<file path="src/rtl/ex_mem_skid_reg.sv">
// EX->MEM writeback register with a 2-slot skid buffer, flush, x0-write suppression and occupancy count.
// Optional performance counters are enabled by defining EX_MEM_PERF_CNT_EN.
module ex_mem_skid_reg #(
  parameter int DATA_W = 32,
  parameter int IDX_W  = 5,
  parameter int SIDE_W = 8
) (
  input  logic              clk_in,
  input  logic              rst_in,
  input  logic              flush_in,
  input  logic              in_valid,
  output logic              in_ready,
  input  logic              in_rdE,
  input  logic [IDX_W-1:0]  in_rdIdx,
  input  logic [DATA_W-1:0] in_rdData,
  input  logic [SIDE_W-1:0] in_side,
  output logic              out_valid,
  input  logic              out_ready,
  output logic              out_rdE,
  output logic [IDX_W-1:0]  out_rdIdx,
  output logic [DATA_W-1:0] out_rdData,
  output logic [SIDE_W-1:0] out_side,
`ifdef EX_MEM_PERF_CNT_EN
  output logic [31:0]       bubble_cnt_out,
  output logic [31:0]       backpr_cnt_out,
`endif
  output logic [1:0]        count_out
);

  // Writes to x0 are architecturally void, so they are dropped at capture.
  function automatic logic cap_rde(input logic rde, input logic [IDX_W-1:0] idx);
    return rde && (idx != {IDX_W{1'b0}});
  endfunction

  logic              main_v_r,    main_v_s;
  logic              main_rde_r,  main_rde_s;
  logic [IDX_W-1:0]  main_idx_r,  main_idx_s;
  logic [DATA_W-1:0] main_data_r, main_data_s;
  logic [SIDE_W-1:0] main_side_r, main_side_s;
  logic              skid_v_r,    skid_v_s;
  logic              skid_rde_r,  skid_rde_s;
  logic [IDX_W-1:0]  skid_idx_r,  skid_idx_s;
  logic [DATA_W-1:0] skid_data_r, skid_data_s;
  logic [SIDE_W-1:0] skid_side_r, skid_side_s;
  logic [1:0]        count_r,     count_s;
  logic              accept_s;
  logic              consume_s;
  logic              in_rde_s;

  assign in_ready  = !skid_v_r && !flush_in;
  assign accept_s  = in_valid && in_ready;
  assign consume_s = main_v_r && out_ready;
  assign in_rde_s  = cap_rde(in_rdE, in_rdIdx);

  // Next-state selection for the main and skid slots.
  always_comb begin
    main_v_s    = main_v_r;
    main_rde_s  = main_rde_r;
    main_idx_s  = main_idx_r;
    main_data_s = main_data_r;
    main_side_s = main_side_r;
    skid_v_s    = skid_v_r;
    skid_rde_s  = skid_rde_r;
    skid_idx_s  = skid_idx_r;
    skid_data_s = skid_data_r;
    skid_side_s = skid_side_r;
    if (flush_in) begin
      main_v_s    = 1'b0;
      main_rde_s  = 1'b0;
      main_idx_s  = {IDX_W{1'b0}};
      main_data_s = {DATA_W{1'b0}};
      main_side_s = {SIDE_W{1'b0}};
      skid_v_s    = 1'b0;
      skid_rde_s  = 1'b0;
      skid_idx_s  = {IDX_W{1'b0}};
      skid_data_s = {DATA_W{1'b0}};
      skid_side_s = {SIDE_W{1'b0}};
    end else if (!main_v_r) begin
      if (accept_s) begin
        main_v_s    = 1'b1;
        main_rde_s  = in_rde_s;
        main_idx_s  = in_rdIdx;
        main_data_s = in_rdData;
        main_side_s = in_side;
      end else begin
        main_v_s    = 1'b0;
      end
    end else if (consume_s) begin
      if (skid_v_r) begin
        // Skid drains first to keep FIFO order; in_ready is low here.
        main_v_s    = 1'b1;
        main_rde_s  = skid_rde_r;
        main_idx_s  = skid_idx_r;
        main_data_s = skid_data_r;
        main_side_s = skid_side_r;
        skid_v_s    = 1'b0;
        skid_rde_s  = 1'b0;
        skid_idx_s  = {IDX_W{1'b0}};
        skid_data_s = {DATA_W{1'b0}};
        skid_side_s = {SIDE_W{1'b0}};
      end else if (accept_s) begin
        main_v_s    = 1'b1;
        main_rde_s  = in_rde_s;
        main_idx_s  = in_rdIdx;
        main_data_s = in_rdData;
        main_side_s = in_side;
      end else begin
        // Empty main presents a NOP bubble to forwarding logic.
        main_v_s    = 1'b0;
        main_rde_s  = 1'b0;
        main_idx_s  = {IDX_W{1'b0}};
        main_data_s = {DATA_W{1'b0}};
        main_side_s = {SIDE_W{1'b0}};
      end
    end else begin
      if (accept_s) begin
        skid_v_s    = 1'b1;
        skid_rde_s  = in_rde_s;
        skid_idx_s  = in_rdIdx;
        skid_data_s = in_rdData;
        skid_side_s = in_side;
      end else begin
        skid_v_s    = skid_v_r;
      end
    end
    count_s = {main_v_s & skid_v_s, main_v_s ^ skid_v_s};
  end

  // Slot storage and registered occupancy.
  always_ff @(posedge clk_in or negedge rst_in) begin
    if (!rst_in) begin
      main_v_r    <= 1'b0;
      main_rde_r  <= 1'b0;
      main_idx_r  <= {IDX_W{1'b0}};
      main_data_r <= {DATA_W{1'b0}};
      main_side_r <= {SIDE_W{1'b0}};
      skid_v_r    <= 1'b0;
      skid_rde_r  <= 1'b0;
      skid_idx_r  <= {IDX_W{1'b0}};
      skid_data_r <= {DATA_W{1'b0}};
      skid_side_r <= {SIDE_W{1'b0}};
      count_r     <= 2'd0;
    end else begin
      main_v_r    <= main_v_s;
      main_rde_r  <= main_rde_s;
      main_idx_r  <= main_idx_s;
      main_data_r <= main_data_s;
      main_side_r <= main_side_s;
      skid_v_r    <= skid_v_s;
      skid_rde_r  <= skid_rde_s;
      skid_idx_r  <= skid_idx_s;
      skid_data_r <= skid_data_s;
      skid_side_r <= skid_side_s;
      count_r     <= count_s;
    end
  end

  assign out_valid  = main_v_r;
  assign out_rdE    = main_rde_r;
  assign out_rdIdx  = main_idx_r;
  assign out_rdData = main_data_r;
  assign out_side   = main_side_r;
  assign count_out  = count_r;

`ifdef EX_MEM_PERF_CNT_EN
  logic [31:0] bubble_cnt_r;
  logic [31:0] backpr_cnt_r;

  // Counters survive flush; they only observe the MEM-side handshake.
  always_ff @(posedge clk_in or negedge rst_in) begin
    if (!rst_in) begin
      bubble_cnt_r <= 32'd0;
      backpr_cnt_r <= 32'd0;
    end else begin
      if (!main_v_r) begin
        bubble_cnt_r <= bubble_cnt_r + 32'd1;
      end else begin
        bubble_cnt_r <= bubble_cnt_r;
      end
      if (main_v_r && !out_ready) begin
        backpr_cnt_r <= backpr_cnt_r + 32'd1;
      end else begin
        backpr_cnt_r <= backpr_cnt_r;
      end
    end
  end

  assign bubble_cnt_out = bubble_cnt_r;
  assign backpr_cnt_out = backpr_cnt_r;
`endif

endmodule

</file>
<file path="config.mk">
export PLATFORM = sky130hd
export DESIGN_NAME = ex_mem_skid_reg
export DESIGN_NICKNAME = d
export VERILOG_FILES = /design/src/rtl/ex_mem_skid_reg.sv
export SDC_FILE = /design/constraint.sdc
export NUM_CORES = 1
export LEC_CHECK = 0
export ABC_AREA = 1
export CORE_UTILIZATION = 50
export CTS_CLUSTER_SIZE = 20
export DETAILED_ROUTE_END_ITERATION = 10
export GPL_ROUTABILITY_DRIVEN = 0
export PLACE_DENSITY = 0.88
export REMOVE_ABC_BUFFERS = 1
export SETUP_SLACK_MARGIN = 0.05
export SYNTH_ARGS = -nofsm -noshare
export SYNTH_HDL_FRONTEND = slang
export SYNTH_SLANG_ARGS = --single-unit
</file>
<file path="constraint.sdc">
create_clock -name clk_in -period 1.9 [get_ports clk_in]
set_input_delay 0.38 -clock clk_in [delete_from_list [all_inputs] [get_ports clk_in]]
set_output_delay 0.38 -clock clk_in [all_outputs]
set_load 0.03 [all_outputs]
</file>
---- After elaboration in Yosys (flattened, before gate mapping) ----
Cells that the tools add are included.
word-level totals
  input bits .............................. 51
  output and inout bits ................... 50
  register bits after elaboration ......... 96
cells by class
  reductions and logical operators ........ 12
  equality and inequality tests ........... 2
  bitwise logic cells ..................... 2
  muxes and demuxes ....................... 49
operator list
  kind                                                   count
  2-to-1 mux 32 bit                                      10
  2-to-1 mux 8 bit                                       10
  2-to-1 mux 5 bit                                       10
  2-to-1 mux 1 bit                                       19
  nonzero test 3 bit                                     2
  nonzero test 5 bit                                     1
  logical AND 1 bit                                      4
  inequality test 3 x 2 -> 1 bit, second input constant  1
  inequality test 3 bit, second input constant           1
  AND reduction 3 bit                                    1
  logical NOT 1 bit                                      2
  AND reduction 2 bit                                    1
  nonzero test 2 bit                                     1
  bitwise AND 1 bit                                      1
  bitwise XOR 1 bit                                      1

---- Logic depth before layout (Yosys ltp) ----
Gate-level depths: netlist (run 1).
  word-level depth ........................ 9
  gate-level depth with buffers ........... 8

---- Worst setup path before layout (run 1) ----
Ideal clock, no wire load.
  path kind ............................... reg2reg
  start point ............................. register main_v_r (netlist: out_valid)
  end point ............................... register count_r[0] (netlist: count_out[0])
  stages on the path, launching flop included .. 9
  arrival ................................. 1.635 ns
  path slack .............................. 0.139 ns
  period minus slack after synthesis ...... 1.761 ns
  data required time ...................... 1.774 ns
  cells stage by stage .................... dfrtp_1 > buf_2 > nand2_1 > o21ai_2 > buf_4 > buf_4 > nand2_1 > nand2_1 > ha_1
on the way
  word-level cells in the longest chain between the ends .. 5
  elaborated cells between the ends (all ways) .. 8
RTL lines
  what                    RTL line  text
  start, declared         35        logic main_v_r, main_v_s;
  start signal, assigned  144       main_v_r <= main_v_s;
  logical AND 1 bit       52        assign consume_s = main_v_r && out_ready;
  2-to-1 mux 1 bit        88        end else if (consume_s) begin
  2-to-1 mux 1 bit *      78        end else if (!main_v_r) begin
  2-to-1 mux 1 bit *      67        if (flush_in) begin
  net main_v_s            35
  bitwise XOR 1 bit *     126       count_s = {main_v_s & skid_v_s, main_v_s ^ skid_v_s};
  net count_s[0]          45        logic [1:0] count_r, count_s;
  end signal, assigned    154       count_r <= count_s;
  end, declared           45
The timed path passes the listed nets; every way through them passes the cells marked *.
A chain may end at the register's enable or synchronous reset.

---- Worst setup path in the final report (run 1) ----
  start point ............................. register main_data_r[8] (netlist: out_rdData[8])
  end point ............................... output port out_rdData[8]
RTL lines
  what                    RTL line  text
  start, declared         38        logic [DATA_W-1:0] main_data_r, main_data_s;
  start signal, assigned  135       main_data_r <= {DATA_W{1'b0}};
  start signal, assigned  147       main_data_r <= main_data_s;
  end, declared           21        output logic [DATA_W-1:0] out_rdData,
No word-level cell between the ends.

==> results of run 1 <==
synthesized netlist by cell type:
cell / instances / share of area, %
a21oi_1: 1 / 0.11
a21oi_4: 2 / 0.74
buf_2: 20 / 2.3
buf_4: 6 / 1.0
buf_6: 4 / 1.0
clkbuf_1: 4 / 0.34
dfrtp_1: 96 / 55
ha_1: 1 / 0.29
inv_1: 49 / 4.2
inv_2: 1 / 0.086
nand2_1: 191 / 16
nand2_2: 5 / 0.71
nand3_1: 8 / 0.91
nand4_1: 44 / 6.3
nor2_1: 3 / 0.26
nor2_2: 1 / 0.14
o21ai_0: 73 / 8.3
o21ai_1: 17 / 1.9
o21ai_2: 1 / 0.20
layout make-up:
type	count	area (sq um)	share of cell area (%)
well taps	105	131	2.28
multi-input cells	347	1600	27.7
clock inverters	4	53.8	0.934
repair buffers	118	1240	21.6
inverters	50	188	3.26
flip-flops and latches	96	2400	41.7
clock buffers	12	145	2.52
how the worst max path moves through the flow:
stage                             start         endpoint  slack [ns]  cells past startpoint
after floorplan               out_valid  skid_data_r[10]       -0.74                      5
after global placement         flush_in   out_rdData[14]        0.06                      7
after detailed placement       flush_in       skid_rde_r       -0.05                      7
after CTS                  out_rdIdx[2]     out_rdIdx[2]        0.07                      1
after global routing      out_rdData[8]    out_rdData[8]        0.06                      1
final                     out_rdData[8]    out_rdData[8]        0.08                      1
state kept, by name (all words and copies together) (netlist names):
signal and count:
out_rdData 32, out_side 8, skid_v_r 1, skid_data_r 32, skid_side_r 8, out_valid 1, count_out 2, out_rdIdx 5
skid_idx_r 5, out_rdE 1, skid_rde_r 1
logic make-up after synthesis:
group | count (synthesis)
DFF | 96
AOI/OAI and AO/OA | 94
buffers and inverters | 84
and+or+nand+nor | 252
adders and majority gates | 1
layer usage:
layer  up-vias  routed length [um]  GRT usage [%]
met5         -                   0              0
met1      1936                4730           34.9
met3        22                 837           3.99
li1       1892                   -              -
met4         0                 199           9.70
met2       187                5330           42.6
per-stage QoR:
stage / std cells / util [%]
global route: 732 / 69.1
detailed placement: 716 / 66.7
finish: 732 / 69.1
global placement: 716 / 66.7
CTS: 732 / 69.1
floorplan: 493 / -
power groups by stage:
stage	sequential (uW)	combinational, uW	clock [uW]
after floorplan	2360	273	0
after global placement	2230	868	0
after detailed placement	2240	893	0
after CTS	2200	898	1380
after global routing	2210	974	1440
final	2200	896	1360
==> results.md, run 1 <==
- Status: completed
- Clock power frac: 30.5%
- Compound-gate portion of the synthesized area: a little under an eighth
- RSZ-0062 raised after global routing: no
- Root buf cell: clkbuf_8
- Relative slew slack: 66.6%
- Worst vdd ir: 0.452 mV
- Antenna-violating nets left: 0
- Initial Utilization: 52.6%
- Finish-stage setup viols: 0
- Critical-path top delay cell: clkdlybuf4s50_1
- Critical Path Sink Type: primary output
- Pre-CTS setup slack: -0.0522 ns
- Unique masters post-synth: 19
- DRC: 0
- Share of post-route cells with drive strength above 1: 7.02%
- Total power: between 4000 and 5000 uW
- Adder-Cell Fraction of Synth Area: 0.285%
- Internal: 3150 uW
- P_sw: 1300 uW
- Fillers: 652
- Via count: about 4,000
- Most common cell after layout, fill and taps aside: nand2_1
- Gr usage total: between 20 and 30%
- Die Span Y: 95.7 um
- Initial antenna violation count: 0
- Diode count: 0
- Post-Synth Simple-Gate Area: 24.7%
- Die W: approximately 96 um
- Commonest non-fill, non-tap cells in the layout: nand2_1 (191), clkdlybuf4s50_1 (97), dfrtp_1 (96)
- Hold Crit Class: in -> async
- Wire per inst: ~15 um
- Post-route clock skew: roughly 0.012 ns
- TritonCTS clock tree: done
- Resized cells post-CTS: 1
- Largest family of logic cells by synthesized area: simple AND/OR/NAND/NOR gates
- PwrDens: 773 nW/um^2
- WP data arrival: 1.44 ns
- CP top delay family: buffers and inverters
- Vias/cell: 5.52
- Worst-path clk slew: roughly 0.090 ns
- Initial DRC count: approximately 240
- FF-to-FF End: skid_rde_r
- Full die area: 9150 sq um
- Sw Ratio: roughly 29%
- Port Buf Inserts: 100
- DRT Wirelength: 11,100 um
- First-pass iteration count of the detailed router: 5
- First-pass GRT wire length: 18,200 um
- Logic pwr share: 20.1%
- Reg2Reg Depth: 5
- Post-synthesis register bit count: 96
- Register-to-register setup slack: ~0.32 ns
- Area Overhead vs Synth: 31.4%
- Net count of the finished layout: just under 700
- CP required: 1.52 ns
- TNS Setup: 0 ns
- Grt ovf: 0
- Worst Path Max Fanout: 2
- Largest net degree at the start of global routing: 97
- CP Buf/Inv Count: 1
- Lkg Pwr: 0.00271 uW
- Vias in the first global route: between 3,000 and 4,000
- Startpoint types: register
- Sink Count: 96
- H-Tree Depth: 3
- Hpwl dp: 7380 um
- Max Clock Freq: 551 MHz
- Max-cap violations: 0
- Final WS setup: about 0.084 ns
- R2r startpoint: out_valid
- # hold bufs at CTS: 0
- Worst slew pin tran: 0.502 ns
- Core area: between 8000 and 9000 sq um
- Skew-Pair Late Insertion Delay: 0.36 ns
- Post-Synth XOR/XNOR Area: 0%
- Crit Path Class: reg -> out
- Syn avg cell area: 8.32 sq um
- Post-Syn Instances: roughly 530
- Worst stage delay on the critical path: roughly 0.69 ns
- Final Hold Viols: 0
- Num CTS Buffers: 9
- Worst hold slack: about 0.048 ns
- Num ports: 101
- Placed instance area: 5560 sq um
- Post-synthesis sequential area ratio: between 50% and 60%
- Period minus WS final: between 1.5 and 2 ns
- Post-CTS Setup Bufs: 0
- Max Root-Sink Buffers: 2
- Worst-path cell chain: clkdlybuf4s50_1
- Row Count: 33
- Post-synthesis mux area share: 0%
- Synth Warn #: 0
- Tcrit/Tclk final: 95.6%
- Final Max Tran Viols: 0
- Sequential Power Share: slightly below 50%
- Synthesized area: 4390 sq um
- Final Cell Area: 5760 sq um
(Power assumes the default switching activity.)
==> run 2, diff against run 1 <==
--- a/config.mk
+++ b/config.mk
@@ -13,6 +13,7 @@
 export PLACE_DENSITY = 0.88
 export REMOVE_ABC_BUFFERS = 1
 export SETUP_SLACK_MARGIN = 0.05
+export SLEW_MARGIN = 20
 export SYNTH_ARGS = -nofsm -noshare
 export SYNTH_HDL_FRONTEND = slang
 export SYNTH_SLANG_ARGS = --single-unit
==> results of run 2 <==
The final DEF is identical to that of run 1; final timing and power are the same.
==> run 3, diff against run 2 <==
--- a/config.mk
+++ b/config.mk
@@ -7,6 +7,7 @@
 export LEC_CHECK = 0
 export ABC_AREA = 1
 export CORE_UTILIZATION = 50
+export CTS_CLUSTER_DIAMETER = 100
 export CTS_CLUSTER_SIZE = 20
 export DETAILED_ROUTE_END_ITERATION = 10
 export GPL_ROUTABILITY_DRIVEN = 0
==> results of run 3 <==
The final DEF is identical to that of run 1; final timing and power are the same.
